<file path="config.mk">
export PLATFORM = sky130hd
export DESIGN_NAME = crc_frame_append
export DESIGN_NICKNAME = d
export VERILOG_FILES = /design/src/rtl/crc_frame_append.sv
export SDC_FILE = /design/constraint.sdc
export NUM_CORES = 1
export LEC_CHECK = 0
export BUFFER_PORTS_ARGS = -buffer_cell sky130_fd_sc_hd__buf_2
export CAP_MARGIN = 20
export CORE_UTILIZATION = 45
export CTS_BUF_LIST = sky130_fd_sc_hd__clkbuf_8
export CTS_CLUSTER_DIAMETER = 100
export DETAILED_ROUTE_END_ITERATION = 12
export GPL_TIMING_DRIVEN = 0
export PLACE_DENSITY = 0.66
export SETUP_SLACK_MARGIN = 0.5
export SYNTH_ARGS = -nofsm -noshare
export SYNTH_HDL_FRONTEND = slang
export SYNTH_SLANG_ARGS = --single-unit
export TNS_END_PERCENT = 20
</file>
<file path="constraint.sdc">
create_clock -name I_clk -period 2.23 [get_ports I_clk]
set_clock_uncertainty 0.05 [all_clocks]
set_input_delay 0.1115 -clock I_clk [delete_from_list [all_inputs] [get_ports I_clk]]
set_output_delay 0.1115 -clock I_clk [all_outputs]
set_load 0.02 [all_outputs]
</file>
<file path="src/rtl/crc_frame_append.sv">
// crc_frame_append: transmit framer that forwards a sof/eof-delimited byte
// stream through a single output register and appends the frame check
// sequence right after the last payload byte.
// Optional feature macro: CRC_APPEND_PAD_EN (zero-pads short frames up to
// C_MIN_LEN bytes; the pad is covered by the FCS).
//
// state  | meaning
// -------+-----------------------------------------------------------
// S_IDLE | between frames; sof byte starts a frame, other bytes dropped
// S_DATA | forwarding payload bytes, CRC updated per byte
// S_PAD  | input stalled, emitting 8'h00 until minimum length reached
// S_FCS  | input stalled, emitting the C_GEN_WIDTH/8 FCS bytes
module crc_frame_append #(
    parameter int unsigned               C_GEN_WIDTH = 32,
    parameter logic [C_GEN_WIDTH-1:0]    C_GEN_SEQ   = 32'h04c11db7,
    parameter logic [C_GEN_WIDTH-1:0]    C_INIT      = 32'hffff_ffff,
    parameter bit                        C_OUT_INV   = 1'b1,
    parameter int unsigned               C_MIN_LEN   = 60
) (
    input  logic       I_clk,
    input  logic       I_rst,
    input  logic [7:0] I_data,
    input  logic       I_data_v,
    input  logic       I_sof,
    input  logic       I_eof,
    output logic       O_ready,
    output logic [7:0] O_data,
    output logic       O_data_v,
    output logic       O_sof,
    output logic       O_eof,
    input  logic       I_ready,
    output logic       O_drop
);

    localparam int unsigned NB       = C_GEN_WIDTH / 8;
    localparam logic [2:0]  FCS_LAST = 3'(NB - 1);

    if ((C_GEN_WIDTH % 8) != 0 || C_GEN_WIDTH == 0 || C_GEN_WIDTH > 32) begin : g_bad_width
        $error("crc_frame_append: C_GEN_WIDTH must be 8, 16 or 32");
    end
    if (C_MIN_LEN == 0 || C_MIN_LEN > 65535) begin : g_bad_min_len
        $error("crc_frame_append: C_MIN_LEN must be in 1..65535");
    end

    typedef enum logic [1:0] {
        S_IDLE = 2'd0,
        S_DATA = 2'd1,
        S_PAD  = 2'd2,
        S_FCS  = 2'd3
    } state_t;

    // Serial CRC over one byte, d[0] shifted in first.
    function automatic logic [C_GEN_WIDTH-1:0] crc_byte(input logic [C_GEN_WIDTH-1:0] r_in,
                                                        input logic [7:0]             d);
        logic [C_GEN_WIDTH-1:0] r;
        r = r_in;
        for (int i = 0; i < 8; i++) begin
            r = {r[C_GEN_WIDTH-2:0], 1'b0} ^ ({C_GEN_WIDTH{r[C_GEN_WIDTH-1] ^ d[i]}} & C_GEN_SEQ);
        end
        return r;
    endfunction

    function automatic logic [7:0] bitrev8(input logic [7:0] b);
        logic [7:0] o;
        for (int i = 0; i < 8; i++) o[i] = b[7-i];
        return o;
    endfunction

    state_t                 state, state_nxt;
    logic [C_GEN_WIDTH-1:0] crc, crc_nxt;
    logic [2:0]             fcs_left, fcs_nxt;
    logic                   rdy_en;
    logic [7:0]             out_data, ld_data, fcs_top;
    logic                   out_v, out_sof, out_eof;
    logic                   ld, ld_sof, ld_eof;
    logic                   drop, drop_nxt;
    logic                   out_free, ready_int, in_xfer, go_pad;
`ifdef CRC_APPEND_PAD_EN
    // Bytes still missing to reach C_MIN_LEN; saturates at zero.
    logic [15:0]            pad_left, pad_nxt;
`endif

    assign out_free  = !out_v || I_ready;
    assign ready_int = rdy_en && out_free && (state == S_IDLE || state == S_DATA);
    assign in_xfer   = I_data_v && ready_int;
    assign fcs_top   = C_OUT_INV ? ~crc[C_GEN_WIDTH-1 -: 8] : crc[C_GEN_WIDTH-1 -: 8];

    // Next-state, CRC/counter updates and output-register load decision.
    always_comb begin
        state_nxt = state;
        crc_nxt   = crc;
        fcs_nxt   = fcs_left;
        ld        = 1'b0;
        ld_data   = out_data;
        ld_sof    = 1'b0;
        ld_eof    = 1'b0;
        drop_nxt  = 1'b0;
        go_pad    = 1'b0;
`ifdef CRC_APPEND_PAD_EN
        pad_nxt   = pad_left;
`endif
        case (state)
            S_IDLE: begin
                if (in_xfer) begin
                    if (I_sof) begin
                        crc_nxt = crc_byte(C_INIT, I_data);
                        ld      = 1'b1;
                        ld_data = I_data;
                        ld_sof  = 1'b1;
`ifdef CRC_APPEND_PAD_EN
                        pad_nxt = 16'(C_MIN_LEN - 1);
                        go_pad  = (pad_nxt != 16'd0);
`endif
                        if (I_eof) begin
                            state_nxt = go_pad ? S_PAD : S_FCS;
                            fcs_nxt   = FCS_LAST;
                        end else begin
                            state_nxt = S_DATA;
                        end
                    end else begin
                        drop_nxt = 1'b1;
                    end
                end
            end
            S_DATA: begin
                if (in_xfer) begin
                    crc_nxt = crc_byte(crc, I_data);
                    ld      = 1'b1;
                    ld_data = I_data;
`ifdef CRC_APPEND_PAD_EN
                    pad_nxt = (pad_left == 16'd0) ? 16'd0 : pad_left - 16'd1;
                    go_pad  = (pad_nxt != 16'd0);
`endif
                    if (I_eof) begin
                        state_nxt = go_pad ? S_PAD : S_FCS;
                        fcs_nxt   = FCS_LAST;
                    end
                end
            end
`ifdef CRC_APPEND_PAD_EN
            S_PAD: begin
                if (out_free) begin
                    crc_nxt = crc_byte(crc, 8'h00);
                    ld      = 1'b1;
                    ld_data = 8'h00;
                    pad_nxt = pad_left - 16'd1;
                    if (pad_left == 16'd1) begin
                        state_nxt = S_FCS;
                        fcs_nxt   = FCS_LAST;
                    end
                end
            end
`endif
            S_FCS: begin
                if (out_free) begin
                    ld      = 1'b1;
                    ld_data = bitrev8(fcs_top);
                    ld_eof  = (fcs_left == 3'd0);
                    crc_nxt = crc << 8;
                    if (fcs_left == 3'd0) begin
                        state_nxt = S_IDLE;
                    end else begin
                        fcs_nxt = fcs_left - 3'd1;
                    end
                end
            end
            default: state_nxt = S_IDLE;
        endcase
    end

    // State, CRC register, counters and the single output register.
    always_ff @(posedge I_clk or posedge I_rst) begin
        if (I_rst) begin
            state    <= S_IDLE;
            crc      <= C_INIT;
            fcs_left <= 3'd0;
            rdy_en   <= 1'b0;
            out_data <= 8'h00;
            out_v    <= 1'b0;
            out_sof  <= 1'b0;
            out_eof  <= 1'b0;
            drop     <= 1'b0;
`ifdef CRC_APPEND_PAD_EN
            pad_left <= 16'd0;
`endif
        end else begin
            state    <= state_nxt;
            crc      <= crc_nxt;
            fcs_left <= fcs_nxt;
            rdy_en   <= 1'b1;
            drop     <= drop_nxt;
`ifdef CRC_APPEND_PAD_EN
            pad_left <= pad_nxt;
`endif
            if (ld) begin
                out_data <= ld_data;
                out_v    <= 1'b1;
                out_sof  <= ld_sof;
                out_eof  <= ld_eof;
            end else if (I_ready) begin
                out_v    <= 1'b0;
                out_sof  <= 1'b0;
                out_eof  <= 1'b0;
            end
        end
    end

    assign O_ready  = ready_int;
    assign O_data   = out_data;
    assign O_data_v = out_v;
    assign O_sof    = out_sof;
    assign O_eof    = out_eof;
    assign O_drop   = drop;

endmodule
</file>
* After elaboration in Yosys (flattened, before gate mapping)
Cells that the tools add are included.
** Word-level totals
- Register bits after elaboration :: 50
- Input port bits :: 14
- Output and inout bits :: 13
- Word-level logic and storage cells :: 106
** Operators by class
- Add/subtract/negate cells :: 1
- Equality and inequality tests :: 9
- Multiplexer cells :: 40
- Bitwise gates (word level) :: 33
- Reduce and logical (&&, ||, !) cells :: 14
** Operators with widths (count)
- $xor A32 B27 Y32 :: 15
- $mux W32 :: 4
- $pmux W32 S3 :: 1
- $mux W8 :: 4
- $not A26 Y31 :: 1
- $pmux W8 S3 :: 1
- $mux W3 :: 6
- $reduce_and A6 Y1 :: 3
- $xor A1 B1 Y1 :: 15
- $mux W1 :: 14
- $mux W2 :: 7
- $ne A2 B2 Y1 const B :: 7
- $pmux W3 S3 :: 1
- $not A8 Y8 :: 1
- $pmux W2 S3 :: 1
- $reduce_and A5 Y1 :: 1
- $logic_and A1 B1 Y1 :: 3
- $logic_not A3 Y1 :: 1
- $pmux W1 S3 :: 1
- $reduce_bool A3 Y1 :: 1
- $sub A3 B1 Y3 const B :: 1
- $eq A2 B1 Y1 const B :: 1
- $eq A2 B2 Y1 const B :: 1
- $logic_not A2 Y1 :: 1
- 4 further kinds :: 5

* Depth between registers and ports, before layout
Gate-level depths: netlist of the first run.
- Depth in word-level cells :: 19
- Gate-level depth with buffers :: 8
- Depth with buffers taken out :: 6

* Least setup slack after synthesis of the first run
No wires, ideal clock.
- Path type :: register -> register
- Start point :: reg crc[31]
- End point :: reg crc[14]
- Library setup time :: 61 ps
- Arrival :: 2044 ps
- Data required time :: 2119 ps
- Path slack :: 75 ps
- Cell stages (with the launch flop) :: 7
- Path buffers :: 0
- Period minus slack after synthesis :: 2155 ps
- Cells stage by stage :: dfstp_2 > xnor2_4 > xnor3_1 > or3_4 > a2111oi_2 > a31oi_1 > nand2_1
** On the way
- Word-level cells in the longest chain between the ends :: 11
** Ends and longest elaborated chain
- start, declared :: RTL line 70 : logic [C_GEN_WIDTH-1:0] crc, crc_nxt;
- start signal, assigned :: RTL line 188 : crc <= crc_nxt;
- $xor A1 B1 Y1 :: RTL line 58 : r = {r[C_GEN_WIDTH-2:0], 1'b0} ^ ({C_GEN_WIDTH{r[C_GEN_WIDTH-1] ^ d[i]}} & C_GEN_SEQ);
- $xor A32 B27 Y32 (8 in series) :: RTL line 58
- $mux W32 :: RTL line 126 : if (in_xfer) begin
- $pmux W32 S3 :: RTL line 102 : case (state)
Every way passes these cells. The select of a mux whose other input is x is not followed.
A chain may end at the register's enable or synchronous reset.

* Worst setup path after layout of the first run
- Start point :: reg crc[27]
- End point :: reg crc[10]
** On the way
- Word-level cells in the longest chain between the ends :: 11
** Ends and longest elaborated chain (RTL line)
- $xor A32 B27 Y32 (4 in series) :: 58
- $xor A1 B1 Y1 :: 58
- $xor A32 B27 Y32 (4 in series) :: 58
- $mux W32 :: 126
- $pmux W32 S3 :: 102
Every way passes these cells. The select of a mux whose other input is x is not followed.

==> run metrics, run 1 <==
Final Instance Area=4629 um2; fraction of layout cells with a size suffix above 1=31.22%; Reg-to-Reg Start=crc[27]; CP startpoint=crc[27]; row count=32; chip width=93.20 um; WHS Path Cells=3; crit-path cells=xor2_4, xnor3_1, xnor2_1, nor2_1, or4_1, nand3_2; synth unique cells=53; r2r setup slk=between 0.07 and 0.08 ns; status=completed; RSZ-0062 raised after global routing=true; Final nets=489; pins over their slew limit=0; Tot Pwr=between 9 and 10 mW; ys async rst share=100.0%; H-Tree Level Count=2; pin count of the biggest net entering global routing=30; crit path max fanout=4; worst-skew pair later-pin latency=just over 0.3 ns; I/O pin count=27; Setup-failing EPs final=0; commonest non-fill, non-tap cells in the layout=xnor2_1, nor2_1, nand2_1, a21oi_1, dfstp_2; GPL Wtd Cong=0.9591; Area after DPL=4040 um2; Mapped Cells=around 420; effective utilization at floorplan=between 40% and 50%; period utilization=96.64%; antenna violations before repair=0; maxcap violations=0; LEAKAGE=1.880 nW; Filler cells=697; Cell Area, Synth=3742 um2; CP Capture Type=flip-flop; Startpoint Class=flip-flop; CP max stage delay=~0.64 ns; ANT nets after route=0; DRC Markers=0; Critical Path AT=2.36 ns; Root Driver=clkbuf_8; slew margin rel.=50.20%; Post-DP HPWL=8025 um; VDD IR max=1037 uV; total CTS buffers=5; area growth from synthesis to layout=23.70%; Post-Syn Area per Cell=a little under 9 um2; most common cell after layout, fill and taps aside=xnor2_1; Final Critical Period=2.155 ns; reg2reg end=crc[10]; vias per inst=5.809; cells on worst reg2reg path=6; GRT Resource Usage Total=28.09%; Worst-Margin Slew=0.7417 ns; CTS max path bufs=2; die area=8685 um2; Min-Delay Path Class=input pin to flip-flop; DP Worst Slack=-0.3176 ns; FMAX=464.0 MHz; drt initial violations=221; Pre-antenna DRT Iters=5; diode count=0; register area=1294 um2; crit path to=crc[10]; post-synthesis sequential area ratio=34.50%; first-pass GRT wire length=18,090 um; area of the multi-input gates=about 2500 um2; Ys Warns=0; syn nets=434; vias in the first global route=3,310; PD cells=roughly 2000 nW/um2; DR WL/cell=20.13 um; final global-route overflow total=0; predominant post-synthesis flop cell=dfstp_2; Setup CP Type=flip-flop to flip-flop; Post-synth EDFFs=0; Chip Height=93.20 um; final hold vios=0; total wire length=11,600 um; core area=7888 um2; via count=3,346; Final TNS setup=0 ns; Critical Path RT=2.43 ns; clk sinks=50; fin worst setup slack=0.07496 ns; I/O Buffers=21; post-synthesis register bit count=50; CTS tree=built; Slowest-stage cell, CP=dfstp_2; clock-pin slew on the worst setup and hold paths=0.10 ns
-- cells in the mapped netlist (2+ instances only) --
| library cell | instances | area (um2) |
|---|---|---|
| a22oi_1 | 3 | 22.52 |
| ha_1 | 2 | 25.02 |
| or2_2 | 2 | 12.51 |
| buf_6 | 2 | 22.52 |
| xnor2_1 | 77 | 674.4 |
| clkbuf_1 | 13 | 48.80 |
| o31a_1 | 2 | 17.52 |
| inv_1 | 8 | 30.03 |
| a211oi_1 | 3 | 22.52 |
| dfrtp_1 | 18 | 450.4 |
| a31oi_1 | 4 | 25.02 |
| xnor2_2 | 3 | 48.80 |
| o22ai_1 | 5 | 31.28 |
| o21ai_0 | 32 | 160.2 |
| o21a_1 | 6 | 45.04 |
| nor3_1 | 3 | 15.01 |
| a21oi_1 | 33 | 165.2 |
| dfstp_2 | 32 | 840.8 |
| nor2_1 | 47 | 176.4 |
| xnor2_4 | 2 | 55.05 |
| a31o_2 | 2 | 17.52 |
| buf_2 | 11 | 55.05 |
| xnor3_1 | 3 | 67.56 |
| mux2i_1 | 2 | 20.02 |
| nand2_1 | 35 | 131.4 |
| xor2_1 | 28 | 245.2 |
| o31ai_1 | 2 | 15.01 |
| nor2b_1 | 2 | 12.51 |
| nand3_1 | 5 | 25.02 |
| o22a_1 | 2 | 17.52 |
| o221ai_1 | 6 | 52.55 |
| o211ai_1 | 2 | 15.01 |
-- metal layers --
metal | vias up | part of all wire, % | track usage (%)
met5 | - | 0 | 0
met4 | 0 | 2.7 | 10.38
met3 | 28 | 6.5 | 4.715
met2 | 167 | 47 | 43.93
met1 | 1638 | 44 | 38.98
li1 | 1513 | - | -
-- timing repair --
action | CTS | global route
pin swaps | 13 | 10
endpoints found under the setup margin | 49 | 49
endpoints found under the hold margin | 11 | 0
resized for setup | 25 | 37
buffers inserted | 12 | 12
hold buffers | 2 | 0
-- registers in the layout (all words and copies together), names as in the netlist --
register and flops:
O_data 8, O_sof 1, O_eof 1, fcs_left 3, state 2, rdy_en 1
crc 32, O_data_v 1, O_drop 1
-- per-stage QoR --
stage          util, %  hold slack (ns)  std cells
2_1_floorplan        -           0.2113        418
3_3_place_gp     50.97           0.3336        541
3_5_place_dp     51.22           0.1271        542
4_1_cts          56.00          0.02452        564
5_1_grt          58.69          0.04426        576
6_report         58.69          0.03287        576
-- worst min-delay path by stage --
stage / slack [ns] / endpoint / startpoint
6_report: 0.03 / state[1] / I_eof
5_1_grt: 0.04 / state[1] / I_eof
4_1_cts: 0.02 / state[1] / I_eof
3_5_place_dp: 0.13 / fcs_left[2] / I_rst
3_3_place_gp: 0.33 / O_drop / I_data_v
2_1_floorplan: 0.21 / O_drop / I_data_v
-- critical path: cells and delay by family, from the launching register on --
family        cells  cell delay (ns)
flops             1             0.64
xor+xnor          3             0.84
simple gates      3             0.58
-- final cells by class --
type                       instances  share of cell area (%)
clock inverter                     2                  0.2703
tap                              102                   2.757
timing repair buffer              48                   7.270
multi-input combinational        331                   55.03
sequential                        50                   27.95
inverter                           9                  0.7297
buffer                            28                   4.216
clock buffer                       6                   1.784
-- logic make-up after synthesis --
logic type	share of synthesized area (%)
compound gates	17.72
xor+xnor	29.79
fa+ha+maj	0.6686
buf+inv	4.580
flops	34.50
mux	0.8358
other cells	0.1002
simple gates	11.80
-- where the power goes --
part           internal (mW)  switching (mW)  total (mW)  leakage, nW
registers               1.58           0.364        1.94        0.549
clock network          0.250           0.327       0.577       0.0472
logic                   3.23            3.60        6.83         1.28
Power figures use the tool's default switching activity.
==> run 2: changes to the inputs <==
- PLACE_DENSITY: 0.66 -> 0.71
- clock period: 2.23 -> 2.1 ns (I/O delays scaled with it)
==> run metrics, run 2 (synthesis results as in run 1) <==
effective utilization at floorplan=47.45% (unchanged); ANT nets after route=0 (unchanged); DRC Markers=0 (unchanged); final global-route overflow total=0 (unchanged); pins over their slew limit=0 (unchanged); DR WL/cell=20.88 um (was 20.13 um); Cell Count, Final, Fillers Out=585 (was 576); cell family with most CP delay=flip-flops (was XOR/XNOR gates); CTS max path bufs=2 (unchanged); area growth from synthesis to layout=33.47% (was 23.70%); fin worst setup slack=-0.08584 ns (was 0.07496 ns); clock-pin slew on the worst setup and hold paths=0.10 ns (about the same); I/O pin count=27 (unchanged); dpl cells=542 (unchanged); I/O Buffers=21 (unchanged); Slowest-stage cell, CP=dfstp_2 (unchanged); Final TNS setup=-0.1898 ns (was 0 ns); Final nets=498 (was 489); Setup CP Type=flip-flop to flip-flop (unchanged); slew margin rel.=48.92% (was 50.20%); CP max stage delay=0.62 ns (was 0.64 ns); pin count of the biggest net entering global routing=28 (was 30); CTS tree=built (unchanged); H-Tree Level Count=2 (unchanged); vias in the first global route=3,391 (was 3,310); drt initial violations=314 (was 221); maxcap violations=0 (unchanged); Setup-failing EPs final=4 (was 0); final hold vios=0 (unchanged); crit path max fanout=5 (was 4); max FFs per register=32 (unchanged); Startpoint Class=flip-flop (unchanged); CP Capture Type=flip-flop (unchanged); period utilization=104.1% (was 96.64%); via count=3,437 (was 3,346); commonest non-fill, non-tap cells in the layout=xnor2_1, nor2_1, nand2_1, dfstp_2, a21oi_1 (was xnor2_1, nor2_1, nand2_1, a21oi_1, dfstp_2); Pre-antenna DRT Iters=7 (was 5); Critical Path AT=2.41 ns (was 2.36 ns); failing checks=negative setup slack; Post-DP HPWL=7753 um (was 8025 um); worst-skew pair later-pin latency=0.32 ns (was 0.31 ns); fraction of layout cells with a size suffix above 1=38.92% (was 31.22%); Root Driver=clkbuf_8 (unchanged); first-pass GRT wire length=18,490 um (was 18,090 um); status=finished with violations (was completed); GRT Resource Usage Total=28.46% (was 28.09%); vias per inst=5.875 (was 5.809); most common cell after layout, fill and taps aside=xnor2_1 (unchanged); core area=7888 um2 (unchanged); Worst-Margin Slew=0.7607 ns (was 0.7417 ns); chip width=93.20 um (unchanged); Worst Path Buf+Inv=0 (unchanged); antenna violations before repair=0 (unchanged); die area=8685 um2 (unchanged); Chip Height=93.20 um (unchanged); Final Critical Period=2.186 ns (was 2.155 ns); total CTS buffers=5 (unchanged); Biggest register=crc (unchanged); RSZ-0062 raised after global routing=true (unchanged); FMAX=457.5 MHz (was 464.0 MHz); total wire length=12,210 um (was 11,600 um); Critical Path RT=2.32 ns (was 2.43 ns); diode count=0 (unchanged); crit-path cells=xnor2_4, xnor3_1, or3_4, a2111oi_4, a31oi_1, nand2_1 (was xor2_4, xnor3_1, xnor2_1, nor2_1, or4_1, nand3_2); Min-Delay Path Class=input pin to flip-flop (unchanged); row count=32 (unchanged); GPL Wtd Cong=0.9736 (was 0.9591); Hold Slack=0.007825 ns (was 0.03287 ns); clk sinks=50 (unchanged)
## run 2: cell count changes in the layout (fill, tap and decap cells not counted), moves of 5 or more
| cell | delta |
|---|---|
| buf_6 | +5 |
| nor2_1 | -5 |
| nor2_2 | +5 |
| o21ai_0 | -10 |
| o21ai_1 | +10 |
| xnor2_1 | -9 |
| xnor2_2 | +5 |
## run 2: layout make-up
cell class,instances,area [um2]
inverter,9,40.04
timing repair buffer,57,460.4
clock buffer,6,82.58
fill,620,2893
multi-input combinational,331,2729
buffer,28,249.0
clock inverter,2,12.51
sequential,50,1294
tap,102,127.6
## run 2: final timing paths
| kind | to | cells past startpoint | slack (ns) | start |
|---|---|---|---|---|
| setup / recovery | crc[14] | 6 | -0.09 | crc[30] |
| hold / removal | O_drop | 3 | 0.008 | I_data_v |
| max in group asynchronous | crc[1] | 4 | 1.06 | I_rst |
| setup reg to reg | crc[14] | 6 | -0.09 | crc[30] |
| hold reg to reg | O_data[3] | 2 | 0.43 | O_data[3] |
| min in group asynchronous | O_data[3] | 3 | 0.32 | I_rst |
## run 2: what timing repair did
item | CTS | global route
gates resized for setup | 91 | 28
gates cloned | 0 | 0
hold buffers | 1 | 0
hold endpoints to repair | 7 | 0
setup endpoints to repair | 50 | 48
setup buffers | 24 | 10
pin swaps | 30 | 37
## run 2: through the flow
step | cell area, um2 | util [%] | worst slack, ns
3_3_place_gp | 4020 | 50.97 | -0.3631
4_1_cts | 4817 | 61.07 | -0.06441
6_report | 4995 | 63.32 | -0.08584
5_1_grt | 4995 | 63.32 | -0.1728
3_5_place_dp | 4040 | 51.22 | -0.3936
2_1_floorplan | 3787 | - | 0.01109
## run 2: layer usage
layer	global-route usage [%]	wire (um)
met5	0	0
met4	13.97	551
met3	5.041	951
met2	44.49	5800
met1	37.95	4909
## run 2: worst register-to-register path, cell delays in order (launching register included)
cell	delay, ns
dfstp_2	0.62
xnor2_4	0.19
xnor3_1	0.41
or3_4	0.37
a2111oi_4	0.34
a31oi_1	0.08
nand2_1	0.08
Power of run 2 is not shown: default switching activity piles up to over one toggle a cycle in this logic, so the estimate is an artifact.
==> run 3: changes to the inputs <==
- MAX_ROUTING_LAYER: not set -> met4
- PLACE_DENSITY: 0.71 -> not set
- PLACE_DENSITY_LB_ADDON: not set -> 0.12
==> run metrics, run 3 (synthesis results as in run 1) <==
chip width=93.20 um (unchanged); GRT met2 Usage=43.44% (was 44.49%); DP Worst Slack=-0.3432 ns (was -0.3936 ns); DRC Markers=0 (unchanged); final global-route overflow total=0 (unchanged); WHS Path Cells=3 (unchanged); Critical Path AT=2.40 ns (was 2.41 ns); diode count=0 (unchanged); CP max stage delay=0.61 ns (was 0.62 ns); Chip Height=93.20 um (unchanged); met1 usage=40.41% (was 37.95%); Pre-antenna DRT Iters=6 (was 7); RSZ-0062 raised after global routing=true (unchanged); area growth from synthesis to layout=30.52% (was 33.47%); core area=7888 um2 (unchanged); Biggest register=crc (unchanged); GRT Resource Usage Total=29.26% (was 28.46%); failing checks=negative setup slack (unchanged); I/O pin count=27 (unchanged); row count=32 (unchanged); vias in the first global route=3,274 (was 3,391); cells on worst reg2reg path=6 (unchanged); vias per inst=5.845 (was 5.875); DR WL/cell=20.47 um (was 20.88 um); first-pass GRT wire length=18,330 um (was 18,490 um); final hold vios=0 (unchanged); total CTS buffers=5 (unchanged); Root Driver=clkbuf_8 (unchanged); crit-path cells=xnor2_4, xnor3_1, or3_4, a2111oi_4, a31oi_1, nand2_1 (unchanged); pin count of the biggest net entering global routing=27 (was 28); Area after DPL=4040 um2 (unchanged); die area=8685 um2 (unchanged); Startpoint Class=flip-flop (unchanged); slew margin rel.=51.36% (was 48.92%); hold endpoint=O_drop (unchanged); Final TNS setup=-0.1250 ns (was -0.1898 ns); max FFs per register=32 (unchanged); M3 GR Usage=4.309% (was 5.041%); GPL Wtd Cong=1.008 (was 0.9736); Setup CP Type=flip-flop to flip-flop (unchanged); ANT nets after route=0 (unchanged); Final Critical Period=2.176 ns (was 2.186 ns); Post-DP HPWL=7875 um (was 7753 um); Critical Path RT=2.32 ns (about the same); Filler cells=638 (was 620); clock-pin slew on the worst setup and hold paths=0.11 ns (was 0.10 ns); Worst-Margin Slew=0.7243 ns (was 0.7607 ns); commonest non-fill, non-tap cells in the layout=xnor2_1, nor2_1, nand2_1, dfstp_2, a21oi_1 (unchanged); reg2reg end=crc[14] (unchanged); most common cell after layout, fill and taps aside=xnor2_1 (unchanged); clk sinks=50 (unchanged); maxcap violations=0 (unchanged); Setup-failing EPs final=2 (was 4); pins over their slew limit=0 (unchanged); I/O Buffers=21 (unchanged); GRT Max-Usage Layer=met2 (unchanged); FMAX=459.6 MHz (was 457.5 MHz); worst-skew pair later-pin latency=0.32 ns (about the same); Min-Delay Path Class=input pin to flip-flop (unchanged); area of the multi-input gates=2660 um2 (was 2729 um2); period utilization=103.6% (was 104.1%); r2r setup slk=-0.08 ns (was -0.09 ns); Final Instance Area=4885 um2 (was 4995 um2); antenna violations before repair=0 (unchanged); via count=3,390 (was 3,437); CTS max path bufs=2 (unchanged); CP Capture Type=flip-flop (unchanged); Reg-to-Reg Start=crc[30] (unchanged); Slowest-stage cell, CP=dfstp_2 (unchanged); drt initial violations=275 (was 314); Final nets=493 (was 498); crit path max fanout=3 (was 5); status=finished with violations (unchanged); effective utilization at floorplan=47.45% (unchanged); fin worst setup slack=-0.07585 ns (was -0.08584 ns); fraction of layout cells with a size suffix above 1=36.19% (was 38.92%); H-Tree Level Count=2 (unchanged); HP Start=I_data_v (unchanged); CTS tree=built (unchanged); total wire length=11,870 um (was 12,210 um); register area=1294 um2 (unchanged); Post-Route Utilization=61.93% (was 63.32%)
run 3: worst max-delay path, delay by kind of cell, from the launching register on:
kind            cells  cell delay (ns)
flops               1             0.61
xor+xnor            2             0.58
simple gates        2             0.45
compound gates      2             0.44
run 3: timing repair:
item	4_1_cts	5_1_grt
pin swaps	25	19
gates resized for setup	73	36
buffers inserted	23	6
hold buffers	1	0
cloned	0	0
endpoints found under the setup margin	50	49
hold endpoints to repair	6	0
run 3: worst max path at each step:
stage               slack (ns)       to  cells after the start  startpoint
global route             -0.12  crc[14]                      6     crc[30]
finish                   -0.08  crc[14]                      6     crc[30]
CTS                      -0.05  crc[10]                      7     crc[26]
detailed placement       -0.34   crc[4]                      7     crc[24]
floorplan                 0.01  crc[14]                      6     crc[30]
global placement         -0.38   crc[4]                      7     crc[24]
run 3: metrics by stage:
step	cells	hold WS, ns
after global placement	541	0.3200
after CTS	574	0.002173
after detailed placement	542	0.1544
final	580	0.01343
after floorplan	418	0.2048
after global routing	580	0.02247
run 3: area by class of cell:
type / count / area share [%]
inverters: 9 / 0.8197
clock inverters: 2 / 1.230
well taps: 102 / 2.613
flip-flops and latches: 50 / 26.49
clock buffers: 6 / 1.691
multi-input cells: 331 / 54.46
plain buffers: 28 / 5.097
repair buffers: 52 / 7.608
run 3: metal layers:
metal | up-vias | part of all wire (%)
li1 | 1539 | -
met1 | 1660 | 44
met2 | 155 | 47
met3 | 36 | 5.6
met4 | 0 | 3.2
met5 | - | 0
Power of run 3 is left out for the same reason.
